`config.mk`:
```
export PLATFORM = sky130hd
export DESIGN_NAME = assoc_cache
export DESIGN_NICKNAME = d
export VERILOG_FILES = /design/src/rtl/assoc_cache.sv
export SDC_FILE = /design/constraint.sdc
export NUM_CORES = 1
export LEC_CHECK = 0
export BUFFER_PORTS_ARGS = -buffer_cell sky130_fd_sc_hd__buf_2
export CAP_MARGIN = 10
export CORE_ASPECT_RATIO = 0.9
export CORE_MARGIN = 2
export CORE_UTILIZATION = 30
export CTS_BUF_LIST = sky130_fd_sc_hd__clkbuf_16
export DETAILED_ROUTE_END_ITERATION = 16
export PLACE_DENSITY_LB_ADDON = 0.05
export RECOVER_POWER = 25
export SLEW_MARGIN = 20
export SYNTH_ARGS = -nofsm -noshare
export SYNTH_HDL_FRONTEND = slang
export SYNTH_SLANG_ARGS = --single-unit
```
`constraint.sdc`:
```
create_clock -name clk -period 42.2 [get_ports clk]
set_input_delay 4.22 -clock clk [delete_from_list [all_inputs] [get_ports clk]]
set_output_delay 4.22 -clock clk [all_outputs]
set_load 0.02 [all_outputs]
```
`src/rtl/assoc_cache.sv`:
```
// assoc_cache: two-way set-associative write-back / write-allocate cache
// between a 32-bit processor port and a 128-bit block memory.
// Optional feature macro: CACHE_WRITE_EN. When it is defined, the build adds
// dirty bits, write hits and the write-back state. When it is undefined, the
// build is a read-only instruction cache.
module assoc_cache #(
    parameter int ADDR_W   = 30,
    parameter int SET_BITS = 2
) (
    input  logic              clk,
    input  logic              proc_reset,
    input  logic              proc_read,
    input  logic              proc_write,
    input  logic [ADDR_W-1:0] proc_addr,
    input  logic [31:0]       proc_wdata,
    output logic [31:0]       proc_rdata,
    output logic              proc_stall,
    output logic              mem_read,
    output logic              mem_write,
    output logic [ADDR_W-3:0] mem_addr,
    output logic [127:0]      mem_wdata,
    input  logic [127:0]      mem_rdata,
    input  logic              mem_ready
);
    localparam int SETS  = 1 << SET_BITS;
    localparam int TAG_W = ADDR_W - SET_BITS - 2;

    typedef enum logic [1:0] {COMP, WB, ALLC} state_t;

    state_t state, state_n;

    logic             valid [SETS][2];
    logic [TAG_W-1:0] tag_q [SETS][2];
    logic [127:0]     data  [SETS][2];
    logic             lru   [SETS];    // names the older way of the set

    logic [SET_BITS-1:0] set;
    logic [TAG_W-1:0]    tag;
    logic [1:0]          word;
    logic                wr, req, hit, hit_way, victim, victim_dirty, fill;
    logic [1:0]          match;
    logic                ready_r;
    logic [127:0]        rdata_r;

    assign set  = proc_addr[SET_BITS+1:2];
    assign tag  = proc_addr[ADDR_W-1:SET_BITS+2];
    assign word = proc_addr[1:0];

`ifdef CACHE_WRITE_EN
    logic dirty [SETS][2];
    assign wr           = proc_write;
    assign victim_dirty = valid[set][victim] & dirty[set][victim];
`else
    // Writes are not serviced in the read-only build.
    logic unused_wr;
    assign unused_wr    = ^{proc_write, proc_wdata};
    assign wr           = 1'b0;
    assign victim_dirty = 1'b0;
`endif

    assign req      = proc_read | wr;
    assign match[0] = valid[set][0] && (tag_q[set][0] == tag);
    assign match[1] = valid[set][1] && (tag_q[set][1] == tag);
    assign hit      = |match;
    assign hit_way  = match[1];
    // First invalid way (way 0 first), otherwise the LRU way.
    assign victim   = !valid[set][0] ? 1'b0 : (!valid[set][1] ? 1'b1 : lru[set]);

    assign proc_rdata = data[set][hit_way][{word, 5'b0} +: 32];
    assign proc_stall = req & ~hit;

    // Register the memory response once; all FSM decisions use the registered copy.
    always_ff @(posedge clk) begin
        ready_r <= proc_reset ? 1'b0 : mem_ready;
        rdata_r <= mem_rdata;
    end

    // State register.
    always_ff @(posedge clk) begin
        if (proc_reset) state <= COMP;
        else            state <= state_n;
    end

    // Next state and memory-side outputs.
    always_comb begin
        state_n   = state;
        mem_read  = 1'b0;
        mem_write = 1'b0;
        mem_addr  = proc_addr[ADDR_W-1:2];
        mem_wdata = '0;
        fill      = 1'b0;
        case (state)
            COMP: begin
                if (req && !hit) state_n = victim_dirty ? WB : ALLC;
            end
`ifdef CACHE_WRITE_EN
            WB: begin
                mem_write = !ready_r;
                mem_addr  = {tag_q[set][victim], set};
                mem_wdata = data[set][victim];
                if (ready_r) state_n = ALLC;
            end
`endif
            ALLC: begin
                mem_read = !ready_r;
                if (ready_r) begin
                    fill    = 1'b1;
                    state_n = COMP;
                end
            end
            default: state_n = COMP;
        endcase
        // Reset drops any in-flight memory request in the same cycle.
        if (proc_reset) begin
            mem_read  = 1'b0;
            mem_write = 1'b0;
            fill      = 1'b0;
        end
    end

    // Line storage: fills, LRU touches and write hits.
    always_ff @(posedge clk) begin
        if (proc_reset) begin
            for (int i = 0; i < SETS; i++) begin
                valid[i][0] <= 1'b0;
                valid[i][1] <= 1'b0;
                lru[i]      <= 1'b0;
`ifdef CACHE_WRITE_EN
                dirty[i][0] <= 1'b0;
                dirty[i][1] <= 1'b0;
`endif
            end
        end else if (fill) begin
            valid[set][victim] <= 1'b1;
            tag_q[set][victim] <= tag;
            data[set][victim]  <= rdata_r;
            lru[set]           <= ~victim;
`ifdef CACHE_WRITE_EN
            dirty[set][victim] <= 1'b0;
`endif
        end else if (state == COMP && req && hit) begin
            lru[set] <= ~hit_way;
`ifdef CACHE_WRITE_EN
            if (wr) begin
                data[set][hit_way][{word, 5'b0} +: 32] <= proc_wdata;
                dirty[set][hit_way]                    <= 1'b1;
            end
`endif
        end
    end
endmodule
```
## Yosys cells after proc, flatten, opt, wreduce, memory -nomap -nowiden

Memory sizes are Yosys's and may differ from the RTL's.
Index checks and enable logic that the tools add are counted.

- Add/subtract/negate cells: 0
- Eq/ne operators: 5
- Divide/modulo/power cells: 0
- Multiply operators: 0
- Bitwise operators: 7
- Mux-type cells: 38
- Reduce and logical (&&, ||, !) cells: 13
- Shifts and indexed selects: 1
- $lt $le $gt $ge: 3

Operators by type and width:

| operator | count |
|---|---|
| $mux 128 | 4 |
| $mux 256 | 1 |
| $demux 128 s1 | 1 |
| $shiftx 128x8->32 | 1 |
| $eq 26x26->1 | 2 |
| $mux 52 | 1 |
| $demux 26 s1 | 1 |
| $mux 26 | 1 |
| $mux 1 | 20 |
| $mux 2 | 7 |
| $logic_and 1x1->1 | 6 |
| $ge 2x2->1 const B | 2 |
| $ne 2x2->1 const B | 2 |
| $not 1->2 | 2 |
| $pmux 2 s2 | 1 |
| $reduce_or 2->1 | 2 |
| $not 1->1 | 3 |
| $eq 2x2->1 const B | 1 |
| $logic_not 1->1 | 2 |
| $logic_not 2->1 | 1 |
| $lt 2x1->1 const B | 1 |
| $reduce_and 2->1 | 1 |
| $and 1x1->1 | 1 |
| $demux 1 s1 | 1 |
| other kinds (2) | 2 |

- Output and inout port bits: 191
- Bits of input ports: 195
- Word-level logic and storage cells: 74
- Memories: 4
- Memory bits (read-only): 0
- Register bits after elaboration: 131
- Memory bits (writable): 1244
- Bits in latches: 0

Memories:

| name | depth | bits a word | read ports | clocked after Yosys merged registers in | write ports | line | text |
|---|---|---|---|---|---|---|---|
| data | 4 | 256 | 1 | 0 | 1 | 34 | `logic [127:0] data [SETS][2];` |
| tag_q | 4 | 52 | 1 | 0 | 1 | 33 | `logic [TAG_W-1:0] tag_q [SETS][2];` |
| valid | 4 | 2 | 1 | 0 | 4 | 32 | `logic valid [SETS][2];` |
| lru | 4 | 1 | 1 | 0 | 4 | 35 | `logic lru [SETS];` |

## Longest topological paths before layout

Gate-level depths: netlist of run 1.
An unclocked memory read counts as a cell.

- Depth after elaboration: 12
- Gate-level depth with buffers: 12
- Mapped depth without buffers: 7

## Least setup slack after synthesis of run 1

OpenSTA, ideal clock, no wires.

- Kind: in2reg
- From: in proc_addr[2]
- To: mem data[0][128] (netlist name) (enable)
- Data required time: 41.343 ns
- Cell stages on the path: 7
- Library setup time: 0.857 ns
- Arrival: 16.238 ns
- Path buffers: 3
- Slack: 25.105 ns
- Cell sequence: buf_6 buf_4 buf_2 mux4_2 o21ai_0 nand4_1 nor3_1

- Longest elaborated chain between the ends: 9
- Elaborated cells on any way between the ends: 11
- Classes of those cells: order compare: 2; mux: 5; bitwise: 1; reduce/logical: 1; memory: 2

Ends and longest elaborated chain:

| element | line | text |
|---|---|---|
| from (decl) | 14 | `input logic [ADDR_W-1:0] proc_addr,` |
| $mem_v2 4x1 or $mem_v2 4x2 (tied branches) | -- |  |
| $mux 1 (2 in a row) | 67 | `assign victim = !valid[set][0] ? 1'b0 : (!valid[set][1] ? 1'b1 : lru[set]);` |
| $not 1->2 (not written as such) | 136 | `data[set][victim] <= rdata_r;` |
| $ge 2x2->1 (not written as such) or $lt 2x1->1 (tied branches) | 136 |  |
| $logic_and 1x1->1 (not written as such) | 136 |  |
| $mux 128 (not written as such) | 136 |  |
| $demux 128 s1 | 136 |  |
| $mux 256 (not written as such) | 136 |  |
| to (decl) | 34 |  |

Several ways; a longest one is shown, not always the timed one.

## Worst setup path in the final report of run 1

- From: in proc_addr[3]
- To: out proc_rdata[8]

- Longest elaborated chain between the ends: 8
- Elaborated cells on any way between the ends: 10
- Classes of those cells: eq/ne: 1; shift: 1; mux: 3; bitwise: 1; reduce/logical: 1; memory: 3

Ends and longest elaborated chain:

| element | line | text |
|---|---|---|
| $mem_v2 4x52 | -- |  |
| $eq 26x26->1 | 63 | `assign match[1] = valid[set][1] && (tag_q[set][1] == tag);` |
| $logic_and 1x1->1 | 63 |  |
| $not 1->2 (not written as such) | 69 | `assign proc_rdata = data[set][hit_way][{word, 5'b0} +: 32];` |
| $mux 128 (not written as such) * (3 in a row) | 69 |  |
| $shiftx 128x8->32 * | 69 |  |
| to (decl) | 16 | `output logic [31:0] proc_rdata,` |

Mark *: on every way between the ends. The rest lies on a longest branch, timed or not. The select of a mux whose other input is x is not followed.

==> qor.yml, run 1 <==
crit_path_frequent_cell: "sky130_fd_sc_hd__buf_4"
hold_buffers: 0
place.gp.congestion: 0.682
synth_simple_gate_area_share_pct: 0.768
power.share.sequential_pct: 52.2
setup-tns-final_ns: 0
synthXorXnorAreaFrac_pct: 0.901
dr_total_vias: 22255
worst-path-max-fanout: 93
reg2regPathDepth: 6
insertion_delay_ns: 0.78
synth_adder_area_share_pct: 0
boundaryPins: 386
die_height_um: 397
clock_sinks: 1374
main_combinational_cell_family_by_area_after_synthesis: "multiplexers"
synth_compound_gate_area_share_pct: 0.447
wire_length_of_the_first_global_routing_pass_um: 176000
design.die.area_um2: 175000
use_met3_pct: 2.53
yosys-mux-area-fraction_pct: 17.3
ys_seq_elements: 1374
wl_um: 123000
pwr_density_cell_nw_per_um2: 48.5
areaGrowthSynthToFinish_pct: 15.6
fp-row-count: 144
worst_path_largest_cell_delay_ns: 0.79
globalRouteTotalUtil_pct: 14.1
ir_drop_mv: 0.0296
finish.net_count: 2687
stdcell_count: 4883
synth_enable_flop_cells: 1236
clock_power_share_pct: 43.5
internal_power_mw: 2.26
initial_core_utilization_pct: 30.1
critPathLaunchType: "input port"
worst_ep_required_time_ns: 37.98
number_of_cells_after_detailed_placement: 4599
cts_repair_resize_count: 0
detail_route.wl_per_cell_um: 25.2
number_of_remaining_drc_errors: 0
grt_overflow_total: 0
number_of_global_route_vias_before_repair: 24221
end_kind: "output pin"
report.power.total_mw: 2.89
crit_chain: "buf_8 -> buf_4 -> mux4_2 -> xnor2_1 -> nand4_1 -> nor4bb_1 -> nand4_4 -> buf_4 -> buf_4 -> mux2_4 -> buf_2"
antenna_violating_nets_post_route: 0
grt_setup_unrepaired: "no"
timing.final.max_slew_violations: 0
report.final.setup_viol: 0
htree_num_levels: 4
grt_max_degree: 98
synth-warning-count: 0
syn-mean-instance-area_um2: 23.5
timing.rr.start: "lru[3]$_DFFE_PP_"
max-slew-margin-rel_pct: 28.3
groute.layer.met2.usage_pct: 23.9
layout-drive-gt1-share_pct: 33.7
fp.dieW_um: 441
routed_via_density: 4.56
drv_cap: 0
p_leak_nw: 19.4
synth.cell_area_um2: 51500
finalHoldViolations: 0
min_from: "valid[2][1]$_DFF_P_"
synth-async-reset-ratio_pct: 0
drtIter0Drc: 1368
post_cts_buffers: 0
fin_crit_ns: 13.00
clkTransAtPathRegs_ns: 0.06
synth_cells: 2191
leading_register_cell_type_out_of_synthesis: "sky130_fd_sc_hd__edfxtp_1"
hold-worst-slack_ns: 0.448
yosysSeqAreaShare_pct: 77.4
setup_slack_ns: 29.20
place_area_um2: 54800
number_of_antenna_violations_at_the_first_check_in_global_routing: 22
p_switching_uw: 622
placement.setup.worst_slack_ns: 29.01
critical_path.slowest_cell: "sky130_fd_sc_hd__buf_4"
fin_area_um2: 59500
port-buffer-count: 223
run_status: "complete, no violations"
grt.busiest_layer: "met2"
min_period_over_period_pct: 30.8
worst_pin_slew_ns: 1.08
post_synth_cell_types: 50
switching_power_share_of_the_total_pct: 21.6
place_hpwl_um: 65200
clock.fmax_mhz: 76.9
cts_tree: "yes"
cts_root_buffer: "sky130_fd_sc_hd__clkbuf_16"
clk_path_buf_depth: 3
clock-skew-final_ns: 0.0296
worst_hold_path.num_cells: 1
met1_usage_pct: 18.7
worstPathArrival_ns: 8.78
setup.worst_path.start: "proc_addr[3]"
power.share.combinational_pct: 4.4
final_util_pct: 34.9
critPathKind: "in -> out"
worst_hold_path_type: "reg -> reg"
floorplan.core_area_um2: 171000
cts-buffers-inserted: 154
drt_pre_antenna_iters: 5
==> synth_stat cells, types with 2 or more instances <==
library cell	number	area share, %
sky130_fd_sc_hd__a21o_1	8	0.12
sky130_fd_sc_hd__a21oi_1	3	0.029
sky130_fd_sc_hd__and2_1	3	0.036
sky130_fd_sc_hd__buf_1	13	0.095
sky130_fd_sc_hd__buf_2	34	0.33
sky130_fd_sc_hd__buf_4	161	2.3
sky130_fd_sc_hd__buf_6	4	0.087
sky130_fd_sc_hd__clkbuf_1	33	0.24
sky130_fd_sc_hd__dfxtp_1	138	5.4
sky130_fd_sc_hd__edfxtp_1	1236	72
sky130_fd_sc_hd__inv_1	4	0.029
sky130_fd_sc_hd__mux2_2	4	0.087
sky130_fd_sc_hd__mux2_4	28	0.82
sky130_fd_sc_hd__mux2i_1	14	0.27
sky130_fd_sc_hd__mux4_2	368	16
sky130_fd_sc_hd__nand2_1	11	0.080
sky130_fd_sc_hd__nand3_1	2	0.019
sky130_fd_sc_hd__nand4_1	19	0.23
sky130_fd_sc_hd__nand4b_1	2	0.034
sky130_fd_sc_hd__nor2_1	12	0.087
sky130_fd_sc_hd__nor3_1	5	0.049
sky130_fd_sc_hd__nor3b_1	2	0.029
sky130_fd_sc_hd__nor4_1	2	0.024
sky130_fd_sc_hd__o21ai_0	8	0.078
sky130_fd_sc_hd__xnor2_1	47	0.80
sky130_fd_sc_hd__xor2_1	6	0.10
==> registers in the layout (all words and copies together), names as in the netlist <==
| signal | count |
|---|---|
| data | 1024 |
| lru | 4 |
| rdata_r | 128 |
| ready_r | 1 |
| state | 1 |
| tag_q | 208 |
| valid | 8 |
==> worst max-delay path, delay by kind of cell <==
kind | cells | cell delay (ns)
buffers and inverters | 5 | 2.30
multiplexers | 2 | 0.83
AND/OR/NAND/NOR | 3 | 0.80
XOR/XNOR | 1 | 0.35
==> layout by cell type, fill, tap and decap left out, drive strengths merged, types with 2 or more instances in the layout <==
cell      count
bufinv        7
a21oi         3
nand2        11
buf         263
a2bb2oi       2
nand3         2
mux2i        14
nor3          5
diode         2
nor2         12
edfxtp     1236
nor4          2
nor3b         2
nand4        20
and2          3
clkbuf      157
xor2          6
dfxtp       138
conb        129
inv          63
xnor2        47
nand4b        2
clkinvlp      2
mux2         32
clkinv       58
a21o          8
o21ai         8
mux4        368
==> routing by layer <==
| metal | share of wire (%) | vias up |
|---|---|---|
| met2 | 50 | 458 |
| met3 | 3.4 | 184 |
| met4 | 2.0 | 0 |
| met5 | 0 | - |
| met1 | 44 | 12095 |
| li1 | - | 9518 |
==> cells by family after synthesis <==
| group | after synthesis |
|---|---|
| flops | 1374 |
| mux | 414 |
| buf+inv | 251 |
| simple gates | 67 |
| xor+xnor | 53 |
| compound gates | 31 |
| other cells | 1 |
==> power groups by stage <==
stage / Combinational [mW] / Clock [mW] / Sequential (mW)
floorplan: 0.0964 / 0 / 1.53
CTS: 0.131 / 1.30 / 1.51
detailed placement: 0.130 / 0 / 1.53
global placement: 0.131 / 0 / 1.53
finish: 0.126 / 1.25 / 1.51
global route: 0.137 / 1.35 / 1.51
==> area by class of cell <==
type,instances,area (um^2)
fillers,15865,111000
repair buffers,263,1530
inverters,5,18.8
flip-flops and latches,1374,39900
well taps,2263,2830
clock buffers,157,3930
multi-input cells,694,10500
diodes,2,5.00
clock inverters,125,835
==> path summary, 6_finish.rpt <==
kind | end | slack (ns)
max | proc_rdata[8] | 29.20
min | valid[2][1]$_DFF_P_ | 0.45
max reg2reg | data[2][203]$_DFFE_PP_ | 37.53
min reg2reg | valid[2][1]$_DFF_P_ | 0.45
No activity file was read; power rests on OpenSTA's default activity.
==> run 2, diff against run 1 <==
clock period = 11.7 ns   (was 42.2 ns; I/O delays follow)
==> run 2 against run 1 <==
Sequential power grew to 3.6 times the previous value; non-clock buffer count is the same; sequential share of layout area about the same; count of clock-buffer cells in the layout rose by 3; worst setup slack lost 24 ns; hold slack better by 0.0030 ns; first-iteration DRC count rose by 3.9%; global-route usage about the same; die area unchanged; total power rose to 3.6 times the previous value; routed wire length is 0.41% higher; critical path type unchanged; largest cell class unchanged.
==> qor.yml, run 2 (synthesis results as in run 1) <==
most-common-layout-cells: "sky130_fd_sc_hd__edfxtp_1 (1,236), sky130_fd_sc_hd__mux4_2 (368), sky130_fd_sc_hd__buf_2 (164)"
clock-skew-final_ns: 0.0276  # -0.00197 ns
floorplan.core_area_um2: 171000  # unchanged
report.final.setup_viol: 0  # unchanged
worstPathArrival_ns: 5.75  # -3.03 ns
grt_max_degree: 109  # +11%
hold_buffers: 0  # unchanged
globalRouteTotalUtil_pct: 14.1  # +0.031 points
antenna_violating_nets_post_route: 0  # unchanged
worst_pin_slew_ns: 1.02  # -0.0539 ns
layout.cells.most_common: "sky130_fd_sc_hd__edfxtp_1"
wire_length_of_the_first_global_routing_pass_um: 177000  # +0.32%
detail_route.wl_per_cell_um: 25.3  # +0.29%
number_of_remaining_drc_errors: 0  # unchanged
pwr_density_cell_nw_per_um2: 176  # +260%
boundaryPins: 386  # unchanged
place.gp.congestion: 0.675  # -1.0%
timing.final.max_slew_violations: 0  # unchanged
clk_path_buf_depth: 3  # unchanged
number_of_global_route_vias_before_repair: 24417  # +0.81%
htree_num_levels: 4  # unchanged
port-buffer-count: 223  # unchanged
grt_overflow_total: 0  # unchanged
cts_tree: "yes"
post_cts_buffers: 0  # unchanged
design.die.area_um2: 175000  # unchanged
setup-tns-final_ns: 0  # unchanged
layout-drive-gt1-share_pct: 31.5  # -2.2 points
min_period_over_period_pct: 59.1
end_kind: "output pin"
wl_um: 124000  # +0.41%
areaGrowthSynthToFinish_pct: 15.7  # about the same
clkTransAtPathRegs_ns: 0.06  # about the same
cts_repair_resize_count: 0  # unchanged
drtIter0Drc: 1422  # +3.9%
fin_crit_ns: 6.92
place_hpwl_um: 65200  # about the same
clock_sinks: 1374  # unchanged
cts_root_buffer: "sky130_fd_sc_hd__clkbuf_16"
routed_via_density: 4.55  # -0.18%
largest_register_ffs: 1024  # unchanged
max-slew-margin-rel_pct: 31.9  # +3.6 points
run_status: "complete, no violations"
critPathLaunchType: "input port"
die_height_um: 397  # unchanged
worst_ep_required_time_ns: 10.53  # -27.45 ns
critPathKind: "in -> out"
grt_setup_unrepaired: "no"
largest_regs: "data: 1024 flops, tag_q: 208 flops, rdata_r: 128 flops"
initial_core_utilization_pct: 30.1  # unchanged
number_of_antenna_violations_at_the_first_check_in_global_routing: 19  # -14%
insertion_delay_ns: 0.77  # about the same
worst-path-max-fanout: 46  # -51%
dr_total_vias: 22242  # -0.058%
clock.fmax_mhz: 145
cts-buffers-inserted: 157  # +1.9%
drt_pre_antenna_iters: 5  # unchanged
drv_cap: 0  # unchanged
worst_hold_path_type: "reg -> reg"
regMostFlops: "data"
finish.net_count: 2690  # +0.11%
fp.dieW_um: 441  # unchanged
ir_drop_mv: 0.109  # +270%
p_leak_nw: 19.3  # -0.74%
hold-worst-slack_ns: 0.451  # +0.00302 ns
finalHoldViolations: 0  # unchanged
fp-row-count: 144  # unchanged
## run 2: report_power, final
group          leakage (nW)  switching, mW  internal (mW)
clock network          2.53           1.92           2.69
logic                  4.49          0.262          0.191
registers              12.3         0.0488           5.38
## run 2: through the flow
| step | worst slack, ns | area, um^2 | utilization [%] | std cells | total power, mW |
|---|---|---|---|---|---|
| 3_5_place_dp | 4.58 | 54800 | 32.1 | 4599 | 6.00 |
| 2_1_floorplan | 1.82 | 52000 | - | 2319 | 5.86 |
| 5_1_grt | 4.35 | 59600 | 34.9 | 4888 | 10.9 |
| 6_report | 4.78 | 59600 | 34.9 | 4889 | 10.5 |
| 3_3_place_gp | 4.58 | 54800 | 32.1 | 4598 | 6.00 |
| 4_1_cts | 4.55 | 59600 | 34.9 | 4887 | 10.7 |
## run 2: worst paths after layout
kind | start | slack, ns | to | depth (start not counted)
worst min register to register | valid[1][1]$_DFF_P_ | 0.45 | valid[1][1]$_DFF_P_ | 1
worst min-delay path | valid[1][1]$_DFF_P_ | 0.45 | valid[1][1]$_DFF_P_ | 1
worst max register to register | valid[3][0]$_DFF_P_ | 7.45 | data[2][30]$_DFFE_PP_ | 8
worst max-delay path | proc_addr[2] | 4.78 | proc_rdata[12] | 11
## run 2: final cells by class
cell class	count	area [um^2]
fillers	15832	111000
flip-flops and latches	1374	39900
multi-input cells	694	10500
clock buffers	160	4000
well taps	2263	2830
repair buffers	263	1470
clock inverters	128	828
inverters	5	18.8
diodes	2	5.00
## run 2: worst max-delay path, cell delays in order
cell and delay [ns]:
sky130_fd_sc_hd__buf_8 0.42, sky130_fd_sc_hd__buf_4 0.76, sky130_fd_sc_hd__mux4_2 0.61, sky130_fd_sc_hd__xnor2_1 0.39
sky130_fd_sc_hd__nand4_1 0.13, sky130_fd_sc_hd__nor4bb_1 0.54, sky130_fd_sc_hd__nand4_4 0.13, sky130_fd_sc_hd__buf_4 0.40
sky130_fd_sc_hd__buf_4 0.44, sky130_fd_sc_hd__mux2_4 0.39, sky130_fd_sc_hd__buf_2 0.17
## run 2: routing by layer
metal  GRT usage [%]  share of wire, %  vias to the layer above
li1                -                 -                     9524
met1            19.2                45                    12049
met2            23.5                49                      460
met3            2.53               3.5                      207
met4            3.64               2.2                        2
met5               0            0.0081                        -
==> run 3, diff against run 2 <==
ABC_AREA = 1   (was not set)
clock period = 7.01 ns   (was 11.7 ns; I/O delays follow)
==> run 3 against run 2 <==
Non-clock buffer count grew 108; critical path type unchanged; hold slack lost 0.37 ns; sequential share of layout area shrank 0.99 points; die area grew 0.64%; sequential cell count is the same; sequential power grew 67%; first-iteration DRC count grew 33%; clock skew grew 0.0014 ns; largest power group unchanged; combinational power grew 98%.
==> qor.yml, run 3 <==
syn-mean-instance-area_um2: 14.6  # -38%
place_area_um2: 55100  # +0.47%
worst-path-max-fanout: 56  # +22%
min_period_over_period_pct: 74.0
synth_largest_type_area_fraction_pct: 71.6  # -0.46 points
timing.final.max_slew_violations: 0  # unchanged
switching_power_share_of_the_total_pct: 23.0  # +1.7 points
clock_power_share_pct: 43.2  # -0.7 points
report.final.setup_viol: 0  # unchanged
detail_route.wl_per_cell_um: 24.9  # -1.6%
clkTransAtPathRegs_ns: 0.05  # about the same
critical_path.slowest_cell: "sky130_fd_sc_hd__buf_4"
synth_cells: 3545  # +62%
critPathLaunchType: "input port"
htree_num_levels: 4  # unchanged
power.share.sequential_pct: 51.7  # about the same
place.gp.congestion: 0.754  # +12%
clock_sinks: 1374  # unchanged
yosysMostFrequentCell: "sky130_fd_sc_hd__edfxtp_1"
boundaryPins: 386  # unchanged
die_height_um: 398  # +0.32%
fin_area_um2: 60500  # +1.5%
routed_via_density: 4.77  # +4.9%
yosysTopAreaCell: "sky130_fd_sc_hd__edfxtp_1"
layout.cells.most_common: "sky130_fd_sc_hd__edfxtp_1"
antenna_violating_nets_post_route: 0  # unchanged
synth.area.top_cells: "sky130_fd_sc_hd__edfxtp_1 (72%), sky130_fd_sc_hd__nand2_1 (5.9%), sky130_fd_sc_hd__dfxtp_1 (5.3%), sky130_fd_sc_hd__a221oi_1 (4.3%), sky130_fd_sc_hd__a22o_1 (4.3%)"
number_of_global_route_vias_before_repair: 29552  # +21%
family_of_cells_with_the_greatest_summed_delay_on_the_critical_path: "buffers and inverters"
largest_register_ffs: 1024  # unchanged
fp.dieW_um: 442  # +0.32%
wl_um: 155000  # +26%
worst_path_largest_cell_delay_ns: 0.67  # -0.09 ns
ff_latch_area_um2: 39900  # unchanged
cts-buffers-inserted: 157  # unchanged
p_leak_nw: 21.5  # +12%
number_of_remaining_drc_errors: 0  # unchanged
clock-skew-final_ns: 0.0290  # +0.00136 ns
synth-warning-count: 0  # unchanged
critPathKind: "in -> out"
clk_path_buf_depth: 3  # unchanged
crit_chain: "buf_2 -> inv_2 -> buf_4 -> nor2_4 -> buf_4 -> buf_4 -> a21oi_1 -> nand2_1 -> nand2_1 -> nand3_1 -> nor2_1 -> nand2_1 -> nor2_1 -> nand2_1 -> nand2_1 -> nor2_1 -> buf_2"
pwr_density_cell_nw_per_um2: 290  # +65%
worst_hold_path_type: "in -> reg"
end_kind: "output pin"
place_hpwl_um: 80700  # +24%
drtIter0Drc: 1897  # +33%
drt_pre_antenna_iters: 7  # +2
wire_length_of_the_first_global_routing_pass_um: 222000  # +25%
run_status: "complete, no violations"
layout-drive-gt1-share_pct: 10.3  # -21 points
n_fill_cell: 16532  # +4.4%
grt_max_degree: 135  # +24%
post_synth_cell_types: 26  # -48%
stdcell_count: 6239  # +28%
port-buffer-count: 223  # unchanged
floorplan.core_area_um2: 171000  # +0.32%
globalRouteTotalUtil_pct: 17.3  # +3.2 points
multi_input_comb_area_um2: 10200  # -3.6%
grt_overflow_total: 0  # unchanged
ys_seq_elements: 1374  # unchanged
initial_core_utilization_pct: 30.2  # +0.099 points
fp-row-count: 144  # unchanged
dr_total_vias: 29772  # +34%
design.die.area_um2: 176000  # +0.64%
number_of_cells_after_detailed_placement: 5866  # +28%
clock.fmax_mhz: 193
finalHoldViolations: 0  # unchanged
most-common-layout-cells: "sky130_fd_sc_hd__edfxtp_1 (1,236), sky130_fd_sc_hd__nand2_1 (814), sky130_fd_sc_hd__nand3_1 (315)"
worst_pin_slew_ns: 0.988  # -0.0329 ns
synth.cell_area_um2: 51800  # +0.65%
largest_regs: "data: 1024 flops, tag_q: 208 flops, rdata_r: 128 flops"
cp_num_buf_inv: 6  # +1
areaGrowthSynthToFinish_pct: 16.7
drv_cap: 0  # unchanged
leading_register_cell_type_out_of_synthesis: "sky130_fd_sc_hd__edfxtp_1"
fin_crit_ns: 5.19
yosysSeqAreaShare_pct: 76.9  # -0.50 points
crit_path_frequent_cell: "sky130_fd_sc_hd__nand2_1"
synth_enable_flop_cells: 1236  # unchanged
worst_ep_required_time_ns: 6.31  # -4.22 ns
cts_tree: "yes"
yosys-top-cells-count: "sky130_fd_sc_hd__edfxtp_1 (1,236), sky130_fd_sc_hd__nand2_1 (815), sky130_fd_sc_hd__nand3_1 (315), sky130_fd_sc_hd__a221oi_1 (256), sky130_fd_sc_hd__a22o_1 (256)"
worstPathArrival_ns: 4.49  # -1.26 ns
insertion_delay_ns: 0.79  # +0.02 ns
power.share.combinational_pct: 5.1  # +0.8 points
finish.net_count: 4033  # +50%
p_switching_mw: 4.03  # +81%
ir_drop_mv: 0.202  # +85%
number_of_antenna_violations_at_the_first_check_in_global_routing: 6  # -13
final_util_pct: 35.3  # +0.41 points
internal_power_mw: 13.5  # +64%
grt_setup_unrepaired: "no"
report.power.total_mw: 17.6  # +67%
cts_root_buffer: "sky130_fd_sc_hd__clkbuf_16"
max-slew-margin-rel_pct: 33.9  # +2.0 points
synth-async-reset-ratio_pct: 0  # unchanged
regMostFlops: "data"
run 3: per-layer routing:
| layer | routed length, um | up-vias | global-route usage [%] |
|---|---|---|---|
| met5 | 0 | - | 0 |
| met4 | 3960 | 0 | 4.92 |
| met3 | 4780 | 196 | 2.48 |
| met2 | 74000 | 536 | 28.6 |
| met1 | 72400 | 15253 | 23.8 |
| li1 | - | 13787 | - |
run 3: final timing paths:
check                                           start                endpoint  slack (ns)  depth (start not counted)
worst max register to register  state[1]$_SDFFE_PP0P_  data[3][241]$_DFFE_PP_        3.64                          5
worst min register to register    valid[2][0]$_DFF_P_     valid[2][0]$_DFF_P_        0.46                          2
worst max-delay path                     proc_addr[3]              proc_stall        1.82                         17
worst min-delay path                    mem_rdata[18]     rdata_r[18]$_DFF_P_        0.08                          1
run 3: stage by stage:
| stage | setup TNS, ns | setup slack, ns | hold WS [ns] |
|---|---|---|---|
| 3_5_place_dp | 0 | 1.66 | 0.448 |
| 3_3_place_gp | 0 | 1.64 | 0.442 |
| 4_1_cts | 0 | 1.66 | 0.0000190 |
| 2_1_floorplan | -2646.94 | -2.16 | 0.429 |
| 6_report | 0 | 1.82 | 0.0808 |
| 5_1_grt | 0 | 1.45 | 0.0391 |
run 3: power by group through the flow:
stage                     logic [mW]  registers [mW]  clock network [mW]
after floorplan                0.579            9.20                   0
after global placement         0.905            9.24                   0
after detailed placement       0.901            9.24                   0
after CTS                      0.937            9.07                7.86
after global routing           0.986            9.08                8.14
final                          0.899            9.07                7.59
run 3: cells by family (layout without fill, tap and decap cells):
logic type | count (synthesis) | count (layout) | share of synthesized area, %
buf+inv | 432 | 732 | 4.57
other cells | 1 | 132 | 0.00724
compound gates | 545 | 545 | 9.00
xor+xnor | 1 | 1 | 0.0169
simple gates | 1192 | 1192 | 9.46
flops | 1374 | 1374 | 76.9
run 3: area by class of cell:
type	instances	area share (%)
Sequential cell	1374	66.0
Multi-Input combinational cell	1867	16.8
Clock buffer	160	6.62
Tap cell	2263	4.68
Timing Repair Buffer	371	4.26
Clock inverter	134	1.25
Inverter	67	0.435
Antenna cell	3	0.0124
run 3: what timing repair did:
item | 4_1_cts | 5_1_grt
resized for setup | 0 | 0
hold endpoints to repair | 76 | 0
setup buffers | 0 | 0
hold buffers | 76 | 0
